--- src/rtl/mpc_pkg.sv ---
// Shared defaults and FSM state type for the port packet forwarder.
package mpc_pkg;

    localparam int PORTNUM = 16;
    localparam int DATAW   = 32;
    localparam int LENW    = 8;

    typedef enum logic [1:0] {
        ST_IDLE = 2'd0,
        ST_HDR  = 2'd1,
        ST_BODY = 2'd2
    } fsm_state_t;

endpackage

--- src/rtl/port_word_mux.sv ---
// Selects the head word and not-empty flag of the granted input port.
module port_word_mux #(
    parameter int PORTNUM = mpc_pkg::PORTNUM,
    parameter int DATAW   = mpc_pkg::DATAW
) (
    input  logic [$clog2(PORTNUM)-1:0] i_sel,
    input  logic [PORTNUM-1:0]         i_valid,
    input  logic [PORTNUM*DATAW-1:0]   i_data,
    output logic                       o_valid,
    output logic [DATAW-1:0]           o_data
);

    // Pure selection by port index.
    always_comb begin
        o_valid = i_valid[i_sel];
        o_data  = i_data[i_sel*DATAW +: DATAW];
    end

endmodule

--- src/rtl/port_pkt_forwarder.sv ---
// Forwards one length-delimited packet from the granted port FIFO to a
// single registered output stage, reporting end-of-packet and errors.
module port_pkt_forwarder #(
    parameter int PORTNUM = mpc_pkg::PORTNUM,
    parameter int DATAW   = mpc_pkg::DATAW,
    parameter int LENW    = mpc_pkg::LENW
) (
    input  logic                       i_clk,
    input  logic                       i_rst,
    input  logic                       i_en,
    input  logic [$clog2(PORTNUM)-1:0] i_sel,
    input  logic [PORTNUM-1:0]         i_valid,
    input  logic [PORTNUM*DATAW-1:0]   i_data,
    output logic [PORTNUM-1:0]         o_pop,
    output logic                       o_valid,
    output logic [DATAW-1:0]           o_data,
    output logic                       o_sop,
    output logic                       o_last,
    input  logic                       i_ready,
    output logic                       o_eop,
    output logic                       o_err
);

    import mpc_pkg::*;

    localparam int SELW = $clog2(PORTNUM);

    fsm_state_t       state_q, state_d;
    logic [SELW-1:0]  sel_q, sel_d;
    logic [LENW-1:0]  rem_q, rem_d;
    logic             valid_q, valid_d;
    logic [DATAW-1:0] data_q, data_d;
    logic             sop_q, sop_d;
    logic             last_q, last_d;

    logic             mux_valid;
    logic [DATAW-1:0] mux_data;
    logic             active;
    logic             pop;
    logic             is_last;
    logic [LENW-1:0]  len_eff;

    port_word_mux #(
        .PORTNUM (PORTNUM),
        .DATAW   (DATAW)
    ) u_mux (
        .i_sel   (sel_q),
        .i_valid (i_valid),
        .i_data  (i_data),
        .o_valid (mux_valid),
        .o_data  (mux_data)
    );

    // Pop qualification and last-word detection; zero length counts as one word.
    always_comb begin
        active  = (state_q != ST_IDLE);
        pop     = active && i_en && mux_valid && (!valid_q || i_ready);
        len_eff = (mux_data[LENW-1:0] == '0) ? LENW'(1) : mux_data[LENW-1:0];
        is_last = (state_q == ST_HDR) ? (len_eff == LENW'(1)) : (rem_q == LENW'(1));
    end

    // State, counter, port select and output register.
    always_ff @(posedge i_clk or posedge i_rst) begin
        if (i_rst) begin
            state_q <= ST_IDLE;
            sel_q   <= '0;
            rem_q   <= '0;
            valid_q <= 1'b0;
            data_q  <= '0;
            sop_q   <= 1'b0;
            last_q  <= 1'b0;
        end else begin
            state_q <= state_d;
            sel_q   <= sel_d;
            rem_q   <= rem_d;
            valid_q <= valid_d;
            data_q  <= data_d;
            sop_q   <= sop_d;
            last_q  <= last_d;
        end
    end

    // Next-state: grant capture, header length load, body countdown, abort.
    always_comb begin
        state_d = state_q;
        sel_d   = sel_q;
        rem_d   = rem_q;
        unique case (state_q)
            ST_IDLE: begin
                if (i_en) begin
                    state_d = ST_HDR;
                    sel_d   = i_sel;
                end
            end
            ST_HDR: begin
                if (!i_en) begin
                    state_d = ST_IDLE;
                end else if (pop) begin
                    rem_d   = len_eff - LENW'(1);
                    state_d = is_last ? ST_IDLE : ST_BODY;
                end
            end
            ST_BODY: begin
                if (!i_en) begin
                    state_d = ST_IDLE;
                end else if (pop) begin
                    rem_d   = rem_q - LENW'(1);
                    state_d = is_last ? ST_IDLE : ST_BODY;
                end
            end
            default: state_d = ST_IDLE;
        endcase
    end

    // Outputs: pop strobe, status pulses, and output register load/hold/drain.
    always_comb begin
        o_pop   = '0;
        o_eop   = 1'b0;
        o_err   = 1'b0;
        valid_d = valid_q;
        data_d  = data_q;
        sop_d   = sop_q;
        last_d  = last_q;
        if (pop) begin
            o_pop[sel_q] = 1'b1;
            o_eop        = is_last;
            valid_d      = 1'b1;
            data_d       = mux_data;
            sop_d        = (state_q == ST_HDR);
            last_d       = is_last;
        end else if (i_ready) begin
            valid_d = 1'b0;
        end
        if (active && !i_en) begin
            o_err = 1'b1;
        end else if (pop && (state_q == ST_HDR) && (mux_data[LENW-1:0] == '0)) begin
            o_err = 1'b1;
        end
    end

    assign o_valid = valid_q;
    assign o_data  = data_q;
    assign o_sop   = sop_q;
    assign o_last  = last_q;

endmodule
--- config.mk ---
export PLATFORM = sky130hd
export DESIGN_NAME = port_pkt_forwarder
export DESIGN_NICKNAME = d
export VERILOG_FILES = /design/src/rtl/mpc_pkg.sv /design/src/rtl/port_word_mux.sv /design/src/rtl/port_pkt_forwarder.sv
export SDC_FILE = /design/constraint.sdc
export NUM_CORES = 1
export LEC_CHECK = 0
export CORE_AREA = 2 2 231 233
export CTS_CLUSTER_SIZE = 28
export DETAILED_ROUTE_END_ITERATION = 8
export DIE_AREA = 0 0 233 235
export PLACE_DENSITY = 0.42
export SLEW_MARGIN = 40
export SYNTH_ARGS = -nofsm -noshare
export SYNTH_HDL_FRONTEND = slang
export SYNTH_SLANG_ARGS = --single-unit
--- constraint.sdc ---
create_clock -name i_clk -period 4.2 [get_ports i_clk]
set_input_delay 1.05 -clock i_clk [delete_from_list [all_inputs] [get_ports i_clk]]
set_output_delay 1.05 -clock i_clk [all_outputs]
set_load 0.005 [all_outputs]
==> out/summary.txt, run 1 <==
Prevailing post-synth register cell: sky130_fd_sc_hd__dfrtp_1
Area share of xor/xnor cells in the synthesized design: 0
Largest net degree at the start of global routing: 64
Die height: 235 um
Final Slew Violations: 0
Critical Path, Cell by Cell: clkdlybuf4s50_1, mux4_2, mux4_2, nand3_4, buf_6, buf_6, o32ai_2, buf_2
Global-route wire length before repair: 58900 um
Top post-synthesis cells by count: sky130_fd_sc_hd__mux4_2, sky130_fd_sc_hd__dfrtp_1, sky130_fd_sc_hd__nand2_1
Routed wire length per instance: 24.0 um
Setup Viol. Count Final: 0
Fraction of the cycle the final worst path needs: 0.987
Multiplexer share of the synthesized area: 0.620
Total global routing track utilization: 0.151
IR drop worst, VDD: 203 uV
CTS Buffer Depth: 2
Capturing element type of the critical path: primary output
Width of the die: 233 um
Crit path largest cell delay: 0.53 ns
Root buffer cell: sky130_fd_sc_hd__clkbuf_16
Vias in the first global route: 7920
Via total after detailed routing: 7134
Non-Filler Cell Area, Final: 13600 um^2
# Max-Cap Violations: 0
Largest area contributor in the synthesized netlist: sky130_fd_sc_hd__mux4_2
Worst hold stages: 1
Required time at the endpoint of the critical path: 3.15 ns
# fillers: 5486
Via density: 4.06
Worst hold path startpoint: o_data[14]$_DFFE_PP0P_
Highest clock rate: 241 MHz
Net count, final: 1601
Area contributors post-synth: sky130_fd_sc_hd__mux4_2, sky130_fd_sc_hd__dfrtp_1, sky130_fd_sc_hd__mux2_2, sky130_fd_sc_hd__mux4_1, sky130_fd_sc_hd__nand2_1
DRC violations left: 0
Skew final: 0.0107 ns
Setup repair after global routing missed its margin: false
Buffers on Ports: 588
Core region area: 52200 um^2
Slowest stage cell on the critical path: sky130_fd_sc_hd__mux4_2
Synth Area in Adders: 0.00977
Leak: 5.23 nW
Endpoint, Worst Hold: o_data[14]$_DFFE_PP0P_
Mean instance size in the synthesized netlist: 14.0 um^2
Number of buffers created by CTS: 5
Post-synth ARST share: 1.00
Share of post-route cells with drive strength above 1: 0.290
Gate count after technology mapping: 457
Remaining Overflow, GRT: 0
Class of the worst hold path: reg2reg
Number of sinks driven by the clock tree: 49
Die area: 54800 um^2
Total wirelength of the detailed-routed design: 42200 um
Simple-gate share of the synthesized area: 0.0838
Remaining number of nets flagged by the antenna check after routing: 0
Count of cells along the worst register-to-register path: 10
Highest net fanout along the worst path: 6
Final Hold Fails: 0
Critical Path AT: 3.10 ns
Area added between synthesis and finish: 113%
Number of nets produced by synthesis: 998
Synth Area in Compound Gates: 0.0498
Router iterations before antenna repair: 4
Hold_buf cts: 0
Final Critical Period: 4.15 ns
Clock latency reported for the late side of the worst-skew pair: 0.31 ns
Critical register-to-register path startpoint: sel_q[0]$_DFFE_PP0P_
Worst reg-to-reg setup slack: 0.65 ns
Count of flip-flops with a built-in enable after synthesis: 0
Startpoint kind of the worst setup timing path: primary input
Run status: completed
Portion of the post-synthesis area used by sequential elements: 0.191
Rows: 84
Final HPWL DP: 36900 um
Top-count cell post-synth: sky130_fd_sc_hd__mux4_2
Transition time of the tightest slew-check pin: 0.690 ns
TritonCTS clock tree: done
Combinational family with the most area after synthesis: multiplexers
Post-route setup TNS: 0 ns
Initial core utilization: 0.123
Post-placement worst setup slack: -0.626 ns
Placed inst area: 13200 um^2
Register clock-pin slew on the reported worst setup and hold paths: 0.07 ns
Power density over cell area: 509 nW/um^2
Netlist area before placement: 6410 um^2
Area share of the largest cell type after synthesis: 0.531
Number of antenna violations at the first check in global routing: 18
Number of primary I/O pins: 589
Weighted congestion at the end of routability-driven global placement: 0.851
Min setup slack post-route: 0.0547 ns
Maximum level of the CTS H-tree: 2
Number of design-rule violations left by the first detailed-router iteration: 379
Headroom to the max-slew limit: 0.540
Seq cells post-synth: 49
R2R Path End: rem_q[7]$_DFFE_PP0P_
YS warnings: 0
Cell variety after synth: 49
Critical path class: in2out
## logic make-up (layout without fill, tap and decap cells)
group,Yosys count,in the layout
and+or+nand+nor,105,105
other,0,7
AOI/OAI and AO/OA,45,45
buffers and inverters,59,663
DFF,49,49
muxes,194,194
adders and majority gates,5,5
## layer usage
metal	global-route usage	vias to the layer above	wire length (um)
met5	0	-	46
met4	0.0320	8	780
met3	0.0409	60	3430
met2	0.272	343	22100
met1	0.177	3549	15800
li1	-	3174	-
## worst max-delay path by stage
stage / startpoint / end / slack (ns) / cells past startpoint
6_report: i_valid[1] / o_err / 0.05 / 8
5_1_grt: i_data[354] / o_eop / 0.004 / 9
4_1_cts: i_data[103] / o_eop / -0.05 / 9
3_5_place_dp: i_data[261] / o_eop / -0.63 / 9
3_3_place_gp: i_data[261] / o_eop / -0.64 / 9
2_1_floorplan: i_valid[13] / o_pop[2] / 0.40 / 8
## what timing repair did
| item | 4_1_cts | 5_1_grt |
|---|---|---|
| cloned | 0 | 0 |
| gates resized for setup | 100 | 59 |
| endpoints found under the setup margin | 18 | 18 |
| setup buffers | 10 | 7 |
| pin swaps | 12 | 19 |
## cell type report
type                    count  area, um^2  share of cell area
clock buffers               8         146              0.0107
repair buffers            645        6360               0.466
diodes                      7        17.5             0.00128
inverters                  10        37.5             0.00275
flip-flops and latches     49        1240              0.0906
multi-input cells         349        4990               0.366
well taps                 688         861              0.0631
## state kept, by name, indices dropped and copies added (netlist names)
signal and count:
rem_q 8, state_q 2, o_data 32, o_valid 1, o_last 1, sel_q 4
o_sop 1
## worst max-delay path, delay by kind of cell
| kind | cells | cell delay (ns) |
|---|---|---|
| AO/OA/AOI/OAI | 1 | 0.08 |
| multiplexers | 2 | 0.98 |
| buffers and inverters | 4 | 0.81 |
| AND/OR/NAND/NOR | 1 | 0.18 |
## power breakdown
group | leakage [nW] | internal, W | switching [W]
combinational | 4.58 | 0.00318 | 0.00236
clock | 0.0712 | 0.000239 | 0.000196
sequential | 0.580 | 0.000713 | 0.000251
## cell usage in the layout, fill, tap and decap left out, types with 3 or more instances in the layout
| cell type | Yosys | routed |
|---|---|---|
| sky130_fd_sc_hd__clkbuf_16 | 0 | 5 |
| sky130_fd_sc_hd__clkdlybuf4s50_1 | 0 | 504 |
| sky130_fd_sc_hd__a21oi_1 | 8 | 8 |
| sky130_fd_sc_hd__buf_6 | 2 | 6 |
| sky130_fd_sc_hd__nand2b_1 | 5 | 5 |
| sky130_fd_sc_hd__dlymetal6s2s_1 | 0 | 41 |
| sky130_fd_sc_hd__nand3_1 | 4 | 3 |
| sky130_fd_sc_hd__mux2i_1 | 3 | 3 |
| sky130_fd_sc_hd__nand2_1 | 35 | 26 |
| sky130_fd_sc_hd__o21ai_0 | 9 | 9 |
| sky130_fd_sc_hd__a22oi_2 | 2 | 11 |
| sky130_fd_sc_hd__nand2_2 | 1 | 9 |
| sky130_fd_sc_hd__nor2_1 | 27 | 25 |
| sky130_fd_sc_hd__dfrtp_1 | 49 | 45 |
| sky130_fd_sc_hd__or2_2 | 4 | 3 |
| sky130_fd_sc_hd__ha_1 | 5 | 5 |
| sky130_fd_sc_hd__mux4_2 | 151 | 157 |
| sky130_fd_sc_hd__dlygate4sd2_1 | 0 | 29 |
| sky130_fd_sc_hd__nor2b_1 | 4 | 3 |
| sky130_fd_sc_hd__inv_1 | 10 | 9 |
| sky130_fd_sc_hd__buf_4 | 1 | 51 |
| sky130_fd_sc_hd__buf_2 | 14 | 11 |
| sky130_fd_sc_hd__nor3_1 | 9 | 9 |
| sky130_fd_sc_hd__mux2_2 | 34 | 34 |
| sky130_fd_sc_hd__diode_2 | 0 | 7 |
## through the flow
stage | hold slack, ns | power, W | utilization | cells
final | 0.508 | 0.00694 | 0.261 | 1756
after global routing | 0.519 | 0.00743 | 0.261 | 1752
after CTS | 0.510 | 0.00697 | 0.257 | 1743
after detailed placement | 0.493 | 0.00639 | 0.254 | 1725
after global placement | 0.477 | 0.00640 | 0.254 | 1725
after floorplan | 0.473 | 0.00422 | - | 457
(Power assumes the default switching activity.)
==> inputs of run 2 (changes only) <==
- PLACE_DENSITY: 0.42 -> 0.47
==> out/summary.txt, run 2 (synthesis results as in run 1) <==
Run status: completed (unchanged)
Die area: 54800 um^2 (unchanged)
Largest net degree at the start of global routing: 67 (was 64)
Routed wire length per instance: 23.0 um (was 24.0 um)
Highest-count cells in the layout ignoring fill and taps: sky130_fd_sc_hd__clkdlybuf4s50_1, sky130_fd_sc_hd__mux4_2, sky130_fd_sc_hd__dlymetal6s2s_1 (was sky130_fd_sc_hd__clkdlybuf4s50_1, sky130_fd_sc_hd__mux4_2, sky130_fd_sc_hd__buf_4)
Number of placed cells counting well taps: 1717 (was 1725)
Number of primary I/O pins: 589 (unchanged)
Share of post-route cells with drive strength above 1: 0.284 (was 0.290)
Capturing element type of the critical path: primary output (unchanged)
Sum of routed wire segments on met1: 15200 um (was 15800 um)
Routed wire length on met3: 2980 um (was 3430 um)
Critical Path, Cell by Cell: dlygate4sd2_1, mux4_2, mux4_2, nand3_4, or3_4, nor2_1, clkdlybuf4s50_1 (was clkdlybuf4s50_1, mux4_2, mux4_2, nand3_4, buf_6, buf_6, o32ai_2, buf_2)
Clock latency reported for the late side of the worst-skew pair: 0.31 ns (about the same)
Final Hold Fails: 0 (unchanged)
Class of the worst hold path: reg2reg (unchanged)
Weighted congestion at the end of routability-driven global placement: 0.901 (was 0.851)
CP top delay family: multiplexers (unchanged)
Final HPWL DP: 34800 um (was 36900 um)
Highest clock rate: 242 MHz (was 241 MHz)
Initial core utilization: 0.123 (unchanged)
Fin util: 0.263 (was 0.261)
Highest metal used: met5 (unchanged)
Buffers on Ports: 588 (unchanged)
Total wirelength of the detailed-routed design: 40000 um (was 42200 um)
Final Non-Filler Cells: 1742 (was 1756)
Non-Filler Cell Area, Final: 13800 um^2 (was 13600 um^2)
Area added between synthesis and finish: 115% (was 113%)
Critical Path AT: 3.09 ns (was 3.10 ns)
Power density over cell area: 502 nW/um^2 (was 509 nW/um^2)
IR drop worst, VDD: 241 uV (was 203 uV)
Remaining Overflow, GRT: 0 (unchanged)
Vias in the first global route: 7816 (was 7920)
Number of buffers created by CTS: 5 (unchanged)
Required time at the endpoint of the critical path: 3.15 ns (about the same)
Remaining number of nets flagged by the antenna check after routing: 0 (unchanged)
Net count, final: 1591 (was 1601)
Total global routing track utilization: 0.143 (was 0.151)
Post-route setup TNS: 0 ns (unchanged)
Largest register FFs: 32 (unchanged)
Leak: 5.74 nW (was 5.23 nW)
Highest net fanout along the worst path: 5 (was 6)
Hold_buf cts: 0 (unchanged)
Critical path buffers and inverters: 2 (was 4)
Number of antenna violations at the first check in global routing: 11 (was 18)
Fraction of the cycle the final worst path needs: 0.985 (was 0.987)
Global-route wire length before repair: 56300 um (was 58900 um)
Number of design-rule violations left by the first detailed-router iteration: 383 (was 379)
Slowest stage cell on the critical path: sky130_fd_sc_hd__mux4_2 (unchanged)
Headroom to the max-slew limit: 0.353 (was 0.540)
TritonCTS clock tree: done (unchanged)
Via total after detailed routing: 7035 (was 7134)
Worst Hold Margin: 0.499 ns (was 0.508 ns)
Root buffer cell: sky130_fd_sc_hd__clkbuf_16 (unchanged)
Die height: 235 um (unchanged)
Transition time of the tightest slew-check pin: 0.967 ns (was 0.690 ns)
# fillers: 5426 (was 5486)
Router iterations before antenna repair: 4 (unchanged)
Core region area: 52200 um^2 (unchanged)
Setup Viol. Count Final: 0 (unchanged)
DRC violations left: 0 (unchanged)
Placed inst area: 13200 um^2 (about the same)
Final Slew Violations: 0 (unchanged)
Crit path largest cell delay: 0.54 ns (was 0.53 ns)
Register clock-pin slew on the reported worst setup and hold paths: 0.08 ns (was 0.07 ns)
Final Critical Period: 4.14 ns (was 4.15 ns)
Critical path class: in2out (unchanged)
Length of routed met2 wiring: 21400 um (was 22100 um)
CTS Buffer Depth: 2 (unchanged)
Width of the die: 233 um (unchanged)
Number of sinks driven by the clock tree: 49 (unchanged)
Via density: 4.04 (was 4.06)
Skew final: 0.00627 ns (was 0.0107 ns)
Rows: 84 (unchanged)
Maximum level of the CTS H-tree: 2 (unchanged)
Most common cell after layout, fill and taps aside: sky130_fd_sc_hd__clkdlybuf4s50_1 (unchanged)
Startpoint kind of the worst setup timing path: primary input (unchanged)
# Max-Cap Violations: 0 (unchanged)
Most frequent CP cell: sky130_fd_sc_hd__mux4_2
[run 2: cell count changes in the layout (fill, tap and decap cells not counted), sizes merged]
cell / before / now
buf: 69 / 50
clkdlybuf4s15: 2 / 1
dlymetal6s2s: 41 / 98
clkdlybuf4s50: 504 / 449
clkbuf: 8 / 5
dlygate4sd2: 29 / 37
diode: 7 / 3
clkinv: 0 / 3
[run 2: power breakdown]
part | switching (W) | internal (W) | total [W]
clock network | 0.000226 | 0.000229 | 0.000455
logic | 0.00237 | 0.00314 | 0.00551
registers | 0.000227 | 0.000713 | 0.000939
total | 0.00283 | 0.00408 | 0.00691
[run 2: routing by layer]
layer  global-route usage  vias up
met4               0.0261       14
met3               0.0392       35
li1                     -     3139
met2                0.262      315
met5                    0        -
met1                0.165     3532
[run 2: layout make-up]
type	count	area [um^2]	share of cell area
Timing Repair Buffer	635	6460	0.470
Multi-Input combinational cell	349	5000	0.363
Sequential cell	49	1240	0.0898
Tap cell	688	861	0.0626
Clock buffer	5	125	0.00909
Inverter	10	37.5	0.00273
Clock inverter	3	33.8	0.00245
Antenna cell	3	7.51	0.000546
[run 2: worst paths after layout]
kind | start | to | slack (ns) | cells after the start
max in group asynchronous | i_rst | sel_q[3]$_DFFE_PP0P_ | 2.45 | 3
worst min register to register | o_sop$_DFFE_PP0P_ | o_sop$_DFFE_PP0P_ | 0.50 | 2
min in group asynchronous | i_rst | state_q[0]$_DFFE_PP0P_ | 1.12 | 2
worst max register to register | sel_q[0]$_DFFE_PP0P_ | rem_q[7]$_DFFE_PP0P_ | 0.74 | 11
worst min-delay path | o_sop$_DFFE_PP0P_ | o_sop$_DFFE_PP0P_ | 0.50 | 2
worst max-delay path | i_valid[15] | o_pop[12] | 0.06 | 7
[run 2: through the flow]
step	total power [W]	setup slack [ns]
3_3_place_gp	0.00632	-0.607
3_5_place_dp	0.00634	-0.585
2_1_floorplan	0.00422	0.403
6_report	0.00691	0.0636
4_1_cts	0.00695	-0.0611
5_1_grt	0.00743	-0.00516
[run 2: timing repair]
action	CTS	global route
resized for setup	73	115
setup endpoints to repair	18	8
buffers inserted	7	7
pin swaps	15	24
cloned	0	0
[run 2: worst reg2reg max path, cell delays in order, from the launching register on]
cell and delay (ns):
sky130_fd_sc_hd__dfrtp_4 0.48, sky130_fd_sc_hd__buf_4 0.21, sky130_fd_sc_hd__mux4_2 0.52, sky130_fd_sc_hd__mux4_2 0.54
sky130_fd_sc_hd__nand3_4 0.15, sky130_fd_sc_hd__buf_4 0.13, sky130_fd_sc_hd__buf_6 0.08, sky130_fd_sc_hd__buf_4 0.14
sky130_fd_sc_hd__buf_4 0.41, sky130_fd_sc_hd__nor2_1 0.23, sky130_fd_sc_hd__o311a_1 0.18, sky130_fd_sc_hd__a221o_1 0.27
